==> config.mk <==
export PLATFORM = sky130hd
export DESIGN_NAME = fsm_flow_ctrl_multi
export DESIGN_NICKNAME = d
export VERILOG_FILES = /design/src/rtl/fsm_flow_ctrl_multi.sv
export SDC_FILE = /design/constraint.sdc
export NUM_CORES = 1
export LEC_CHECK = 0
export CAP_MARGIN = 30
export CORE_ASPECT_RATIO = 0.8
export CORE_MARGIN = 2
export CORE_UTILIZATION = 36
export CTS_CLUSTER_DIAMETER = 80
export CTS_CLUSTER_SIZE = 10
export DETAILED_ROUTE_END_ITERATION = 10
export GPL_TIMING_DRIVEN = 0
export PLACE_DENSITY = 0.77
export SETUP_SLACK_MARGIN = 0.3
export SLEW_MARGIN = 25
export SYNTH_ARGS = -nofsm -noshare
export SYNTH_HDL_FRONTEND = slang
export SYNTH_SLANG_ARGS = --single-unit
==> constraint.sdc <==
create_clock -name clk -period 1.4 [get_ports clk]
set_input_delay 0.28 -clock clk [delete_from_list [all_inputs] [get_ports clk]]
set_output_delay 0.28 -clock clk [all_outputs]
set_load 0.02 [all_outputs]
==> src/rtl/fsm_flow_ctrl_multi.sv <==
// N-channel flow-control FSM: turns FIFO status flags into continuar/idle/pausa/error outputs.
// Optional pause watchdog enabled by defining FSM_PAUSE_WATCHDOG_EN.
module fsm_flow_ctrl_multi #(
  parameter int unsigned NUM_CH        = 4,
  parameter int unsigned UMBRAL_W      = 3,
  parameter int unsigned PAUSE_TIMEOUT = 16
) (
  input  logic                clk,
  input  logic                reset,
  input  logic                iniciar,
  input  logic [UMBRAL_W-1:0] umbral_af,
  input  logic [UMBRAL_W-1:0] umbral_ae,
  input  logic [NUM_CH-1:0]   almost_full,
  input  logic [NUM_CH-1:0]   full,
  input  logic [NUM_CH-1:0]   almost_empty,
  input  logic [NUM_CH-1:0]   empty,
  output logic [UMBRAL_W-1:0] umbral_af_q,
  output logic [UMBRAL_W-1:0] umbral_ae_q,
  output logic                continuar,
  output logic [NUM_CH-1:0]   pausa,
  output logic [NUM_CH-1:0]   error_full,
  output logic                error_timeout,
  output logic                idle,
  output logic [2:0]          estado
);

  typedef enum logic [2:0] {
    StReset  = 3'd0,
    StInit   = 3'd1,
    StIdle   = 3'd2,
    StActive = 3'd3,
    StError  = 3'd4
  } state_e;

  state_e state_q;

  logic any_full;
  logic all_empty;
  logic wd_hit;

  assign any_full  = |full;
  assign all_empty = &empty;
  assign estado    = state_q;

  // almost_empty is status only and never steers the FSM.
  logic unused_almost_empty;
  assign unused_almost_empty = ^almost_empty;

`ifdef FSM_PAUSE_WATCHDOG_EN
  localparam int unsigned PW = $clog2(PAUSE_TIMEOUT + 1);
  localparam logic [PW-1:0] PLIM = PW'(PAUSE_TIMEOUT);

  logic [PW-1:0] pcount_q;
  logic [PW-1:0] pcount_inc;
  logic          pause_edge;

  assign pause_edge = (state_q == StActive) && (|almost_full) && !any_full;
  assign pcount_inc = pcount_q + PW'(1);
  assign wd_hit     = pause_edge && (pcount_inc == PLIM);
`else
  assign wd_hit        = 1'b0;
  assign error_timeout = 1'b0;
`endif

  always_ff @(posedge clk or posedge reset) begin
    if (reset) begin
      state_q     <= StReset;
      umbral_af_q <= '0;
      umbral_ae_q <= '0;
      continuar   <= 1'b0;
      idle        <= 1'b0;
      pausa       <= '0;
      error_full  <= '0;
`ifdef FSM_PAUSE_WATCHDOG_EN
      error_timeout <= 1'b0;
      pcount_q      <= '0;
`endif
    end else begin
      unique case (state_q)
        StReset: begin
          state_q   <= StInit;
          continuar <= 1'b0;
          idle      <= 1'b0;
          pausa     <= '0;
        end
        StInit: begin
          umbral_af_q <= umbral_af;
          umbral_ae_q <= umbral_ae;
          if (iniciar) begin
            state_q   <= StIdle;
            continuar <= 1'b1;
            idle      <= 1'b1;
            pausa     <= '0;
          end else begin
            continuar <= 1'b0;
            idle      <= 1'b0;
            pausa     <= '0;
          end
        end
        StIdle: begin
          if (any_full) begin
            state_q    <= StError;
            continuar  <= 1'b0;
            idle       <= 1'b0;
            pausa      <= '1;
            error_full <= error_full | full;
          end else if (!all_empty) begin
            state_q   <= StActive;
            continuar <= 1'b1;
            idle      <= 1'b0;
            pausa     <= almost_full;
          end else begin
            continuar <= 1'b1;
            idle      <= 1'b1;
            pausa     <= '0;
          end
        end
        StActive: begin
          if (any_full) begin
            state_q    <= StError;
            continuar  <= 1'b0;
            idle       <= 1'b0;
            pausa      <= '1;
            error_full <= error_full | full;
          end else if (wd_hit) begin
            // Watchdog trip leaves error_full untouched.
            state_q   <= StError;
            continuar <= 1'b0;
            idle      <= 1'b0;
            pausa     <= '1;
          end else if (all_empty) begin
            state_q   <= StIdle;
            continuar <= 1'b1;
            idle      <= 1'b1;
            pausa     <= '0;
          end else begin
            continuar <= 1'b1;
            idle      <= 1'b0;
            pausa     <= almost_full;
          end
        end
        StError: begin
          continuar  <= 1'b0;
          idle       <= 1'b0;
          pausa      <= '1;
          error_full <= error_full | full;
        end
        default: begin
          state_q   <= StReset;
          continuar <= 1'b0;
          idle      <= 1'b0;
          pausa     <= '0;
        end
      endcase
`ifdef FSM_PAUSE_WATCHDOG_EN
      if (wd_hit) begin
        error_timeout <= 1'b1;
      end
      pcount_q <= (pause_edge && !wd_hit) ? pcount_inc : '0;
`endif
    end
  end

endmodule

==> reports/metrics.yaml <==
layout:
  layout-drive-gt1-share: 0.491
  filler_cell_count: 137
  layout.nets: 136
  antenna_cells_inserted: 0
  summed_area_of_non_filler_cells_in_the_final_layout_mm2: 0.00138
  synthToLayoutAreaGrowth_pct: 78.8
floorplan:
  ioPinCount: 45
  die_h_um: 45.5
  die-area_mm2: 0.00254
  rows: 14
  floorplan.initialDensity: 0.398
  core-area_mm2: 0.00194
  die_w_um: 55.8
yosys:
  syn-num-nets: 79
  synth_top_cells_by_count: "sky130_fd_sc_hd__dfrtp_1 (19), sky130_fd_sc_hd__mux2_2 (6), sky130_fd_sc_hd__a21o_1 (4), sky130_fd_sc_hd__a311o_1 (4)"
  postSynth.topFlopCell: "sky130_fd_sc_hd__dfrtp_1"
  synthDominantCellAreaShare: 0.615
  synth_area_per_cell_um2: 14.3
  postSynthRegisterBits: 19
  synth_cell_type_count: 19
  fraction_of_registers_with_async_set_or_reset_after_synthesis: 1.00
  yosysMostFrequentCell: "sky130_fd_sc_hd__dfrtp_1"
  syn_area_um2: 773
  synth_sequential_area_ratio: 0.615
  netlist_instances: 54
  yosys-top-cells-area: "sky130_fd_sc_hd__dfrtp_1 (61%), sky130_fd_sc_hd__mux2_2 (8.7%), sky130_fd_sc_hd__a311o_1 (5.2%), sky130_fd_sc_hd__nor3b_4 (4.9%), sky130_fd_sc_hd__a21o_1 (3.9%)"
  synth_edf_count: 0
  synth.yosys.warnings: 0
  synth.largest_area_cell: "sky130_fd_sc_hd__dfrtp_1"
setup_path:
  worstReg2RegStart: "estado[1]"
  crit_start: "estado[1]"
  critical_path_maximum_fanout: 7
  worst_r2r_path_depth: 3
  critPathBufInv: 1
  worstSetupPathType: "register to register"
  slowest_delay_ns: 0.47
  cpMaxStageDelayCell: "sky130_fd_sc_hd__dfrtp_2"
  cell_chain_of_the_critical_path: "nor3b_4 -> buf_6 -> mux2_2"
  cp_data_arrival_time_ns: 1.48
  setup.worst_path.start_class: "register"
  r2r_end: "umbral_ae_q[0]"
  critical-path-top-delay-family: "flip-flops"
  timing.critical_path.to_type: "register"
  worstPathRequired_ns: 1.60
  regToRegSetupSlack_ns: 0.12
clock_tree:
  root_buffer: "sky130_fd_sc_hd__clkbuf_4"
  clock_tree.buffer_depth: 2
  cts_sinks: 19
  cts_hold_buf: 0
  clock_latency_ns: 0.30
  cts.htree.levels: 1
  cts_tree: "yes"
  worst_setup_hold_path_clk_slew_ns: 0.10
  cts-buffers-inserted: 3
pwr:
  p_leak_nw: 0.647
  fin_total_pwr_mw: 2.67
  power-per-cell-area_mw_per_mm2: 1930
  vdd.ir_drop.worst_mv: 1.30
sta:
  relSlewSlack: 0.547
  achievable-frequency_ghz: 0.780
  rsz0062_at_grt: "yes"
  final-setup-viol-count: 0
  final_hold_viol_count: 0
  fin_clk_skew_ns: 0.00267
  worst-slew-pin-transition_ns: 0.678
  slew_viol_final: 0
  layout_min_cycle_time_ns: 1.28
  final.period_utilization: 0.916
drt:
  postRouteAntennaNets: 0
  drt_first_pass_iters: 1
  vias: 639
  wire_per_inst_um: 13.6
  detail_route.drc_violations: 0
  initialDrtViolationCount: 0
  vias_per_cell: 4.77
  wire_length_after_detailed_routing_mm: 1.82
placement:
  gp_congestion: 0.805
  placedInstanceArea_mm2: 0.00120
  hpwl_mm: 1.20
  count_of_input_and_output_buffers: 39
hold_path:
  hold_path.class: "primary input to register"
  worstHoldStart: "full[0]"
  min_delay_path_depth: 2
  hold_path_end: "error_full[0]"
global_route:
  vias_in_the_first_global_route: 616
  grt_pass1_wl_mm: 2.83
  grt_usage: 0.152
  grt_max_degree: 20
  initial_antenna_violation_count: 0
  grt-ovfl-total: 0
run:
  timing.max_cap.violations: 0
run_status:
  run_status: "complete, no violations"
## logic make-up after synthesis
family | Yosys count | synth area share
buffers and inverters | 2 | 0.0146
DFF | 19 | 0.615
AOI/OAI and AO/OA | 12 | 0.121
other | 1 | 0.00485
and+or+nand+nor | 14 | 0.157
muxes | 6 | 0.0874
## metrics by stage
step	instances	setup slack, ns	hold slack, ns	TNS (ns)	utilization
6_report	134	0.117	0.363	0	0.711
5_1_grt	134	0.0915	0.368	0	0.711
4_1_cts	129	0.144	0.383	0	0.681
3_5_place_dp	117	-0.316	0.443	-1.74	0.620
3_3_place_gp	117	-0.293	0.443	-1.64	0.620
2_1_floorplan	54	0.105	0.231	0	-
## metal layers
| layer | vias up | share of wire | global-route usage |
|---|---|---|---|
| li1 | 311 | - | - |
| met1 | 301 | 0.44 | 0.176 |
| met2 | 24 | 0.48 | 0.260 |
| met3 | 3 | 0.071 | 0.0710 |
| met4 | 0 | 0.0077 | 0.0429 |
| met5 | - | 0 | 0 |
## cells in the final DEF (no fill, tap or decap), types with 2 or more instances in the layout
cell type | synthesis | layout
sky130_fd_sc_hd__a21o_1 | 4 | 4
sky130_fd_sc_hd__a21oi_1 | 3 | 2
sky130_fd_sc_hd__a311o_1 | 4 | 4
sky130_fd_sc_hd__buf_4 | 1 | 12
sky130_fd_sc_hd__buf_6 | 0 | 20
sky130_fd_sc_hd__clkbuf_4 | 0 | 3
sky130_fd_sc_hd__clkdlybuf4s50_1 | 0 | 12
sky130_fd_sc_hd__dfrtp_1 | 19 | 16
sky130_fd_sc_hd__dfrtp_2 | 0 | 3
sky130_fd_sc_hd__dlygate4sd2_1 | 0 | 3
sky130_fd_sc_hd__dlymetal6s2s_1 | 0 | 4
sky130_fd_sc_hd__mux2_2 | 6 | 5
sky130_fd_sc_hd__nand2_1 | 2 | 2
sky130_fd_sc_hd__nand2b_4 | 0 | 2
sky130_fd_sc_hd__nor3b_4 | 2 | 2
## where the power goes
group	total (mW)	internal, mW	switching, mW
registers	0.909	0.756	0.152
clock network	0.277	0.111	0.165
logic	1.48	0.861	0.620
## repair_timing
action | in CTS | in global routing
pin swaps | 3 | 9
setup endpoints to repair | 38 | 38
setup buffers | 8 | 5
resized for setup | 121 | 8
## worst max path at each step
stage / to / slack [ns] / depth (start not counted)
6_report: umbral_ae_q[0] / 0.12 / 3
5_1_grt: umbral_af_q[2] / 0.09 / 3
4_1_cts: umbral_ae_q[0] / 0.14 / 3
3_5_place_dp: pausa[2] / -0.32 / 4
3_3_place_gp: pausa[0] / -0.29 / 4
2_1_floorplan: umbral_ae_q[0] / 0.10 / 2
## worst register-to-register path, stage by stage (launching register included)
cell                      delay (ns)
sky130_fd_sc_hd__dfrtp_2        0.47
sky130_fd_sc_hd__nor3b_4        0.22
sky130_fd_sc_hd__buf_6          0.16
sky130_fd_sc_hd__mux2_2         0.33
## flip-flops by register name, indices dropped and copies added, names as in the netlist
| name | cells |
|---|---|
| error_full | 4 |
| continuar | 1 |
| umbral_af_q | 3 |
| umbral_ae_q | 3 |
| pausa | 4 |
| estado | 3 |
| idle | 1 |
## layout make-up
cell class / instances / area (um2) / area share
tap: 24 / 30.0 / 0.0217
timing repair buffer: 52 / 519 / 0.376
clock buffer: 4 / 26.3 / 0.0190
inverter: 1 / 3.75 / 0.00271
sequential: 19 / 479 / 0.347
multi-input combinational: 33 / 317 / 0.229
buffer: 1 / 7.51 / 0.00543
Power figures use the tool's default switching activity.
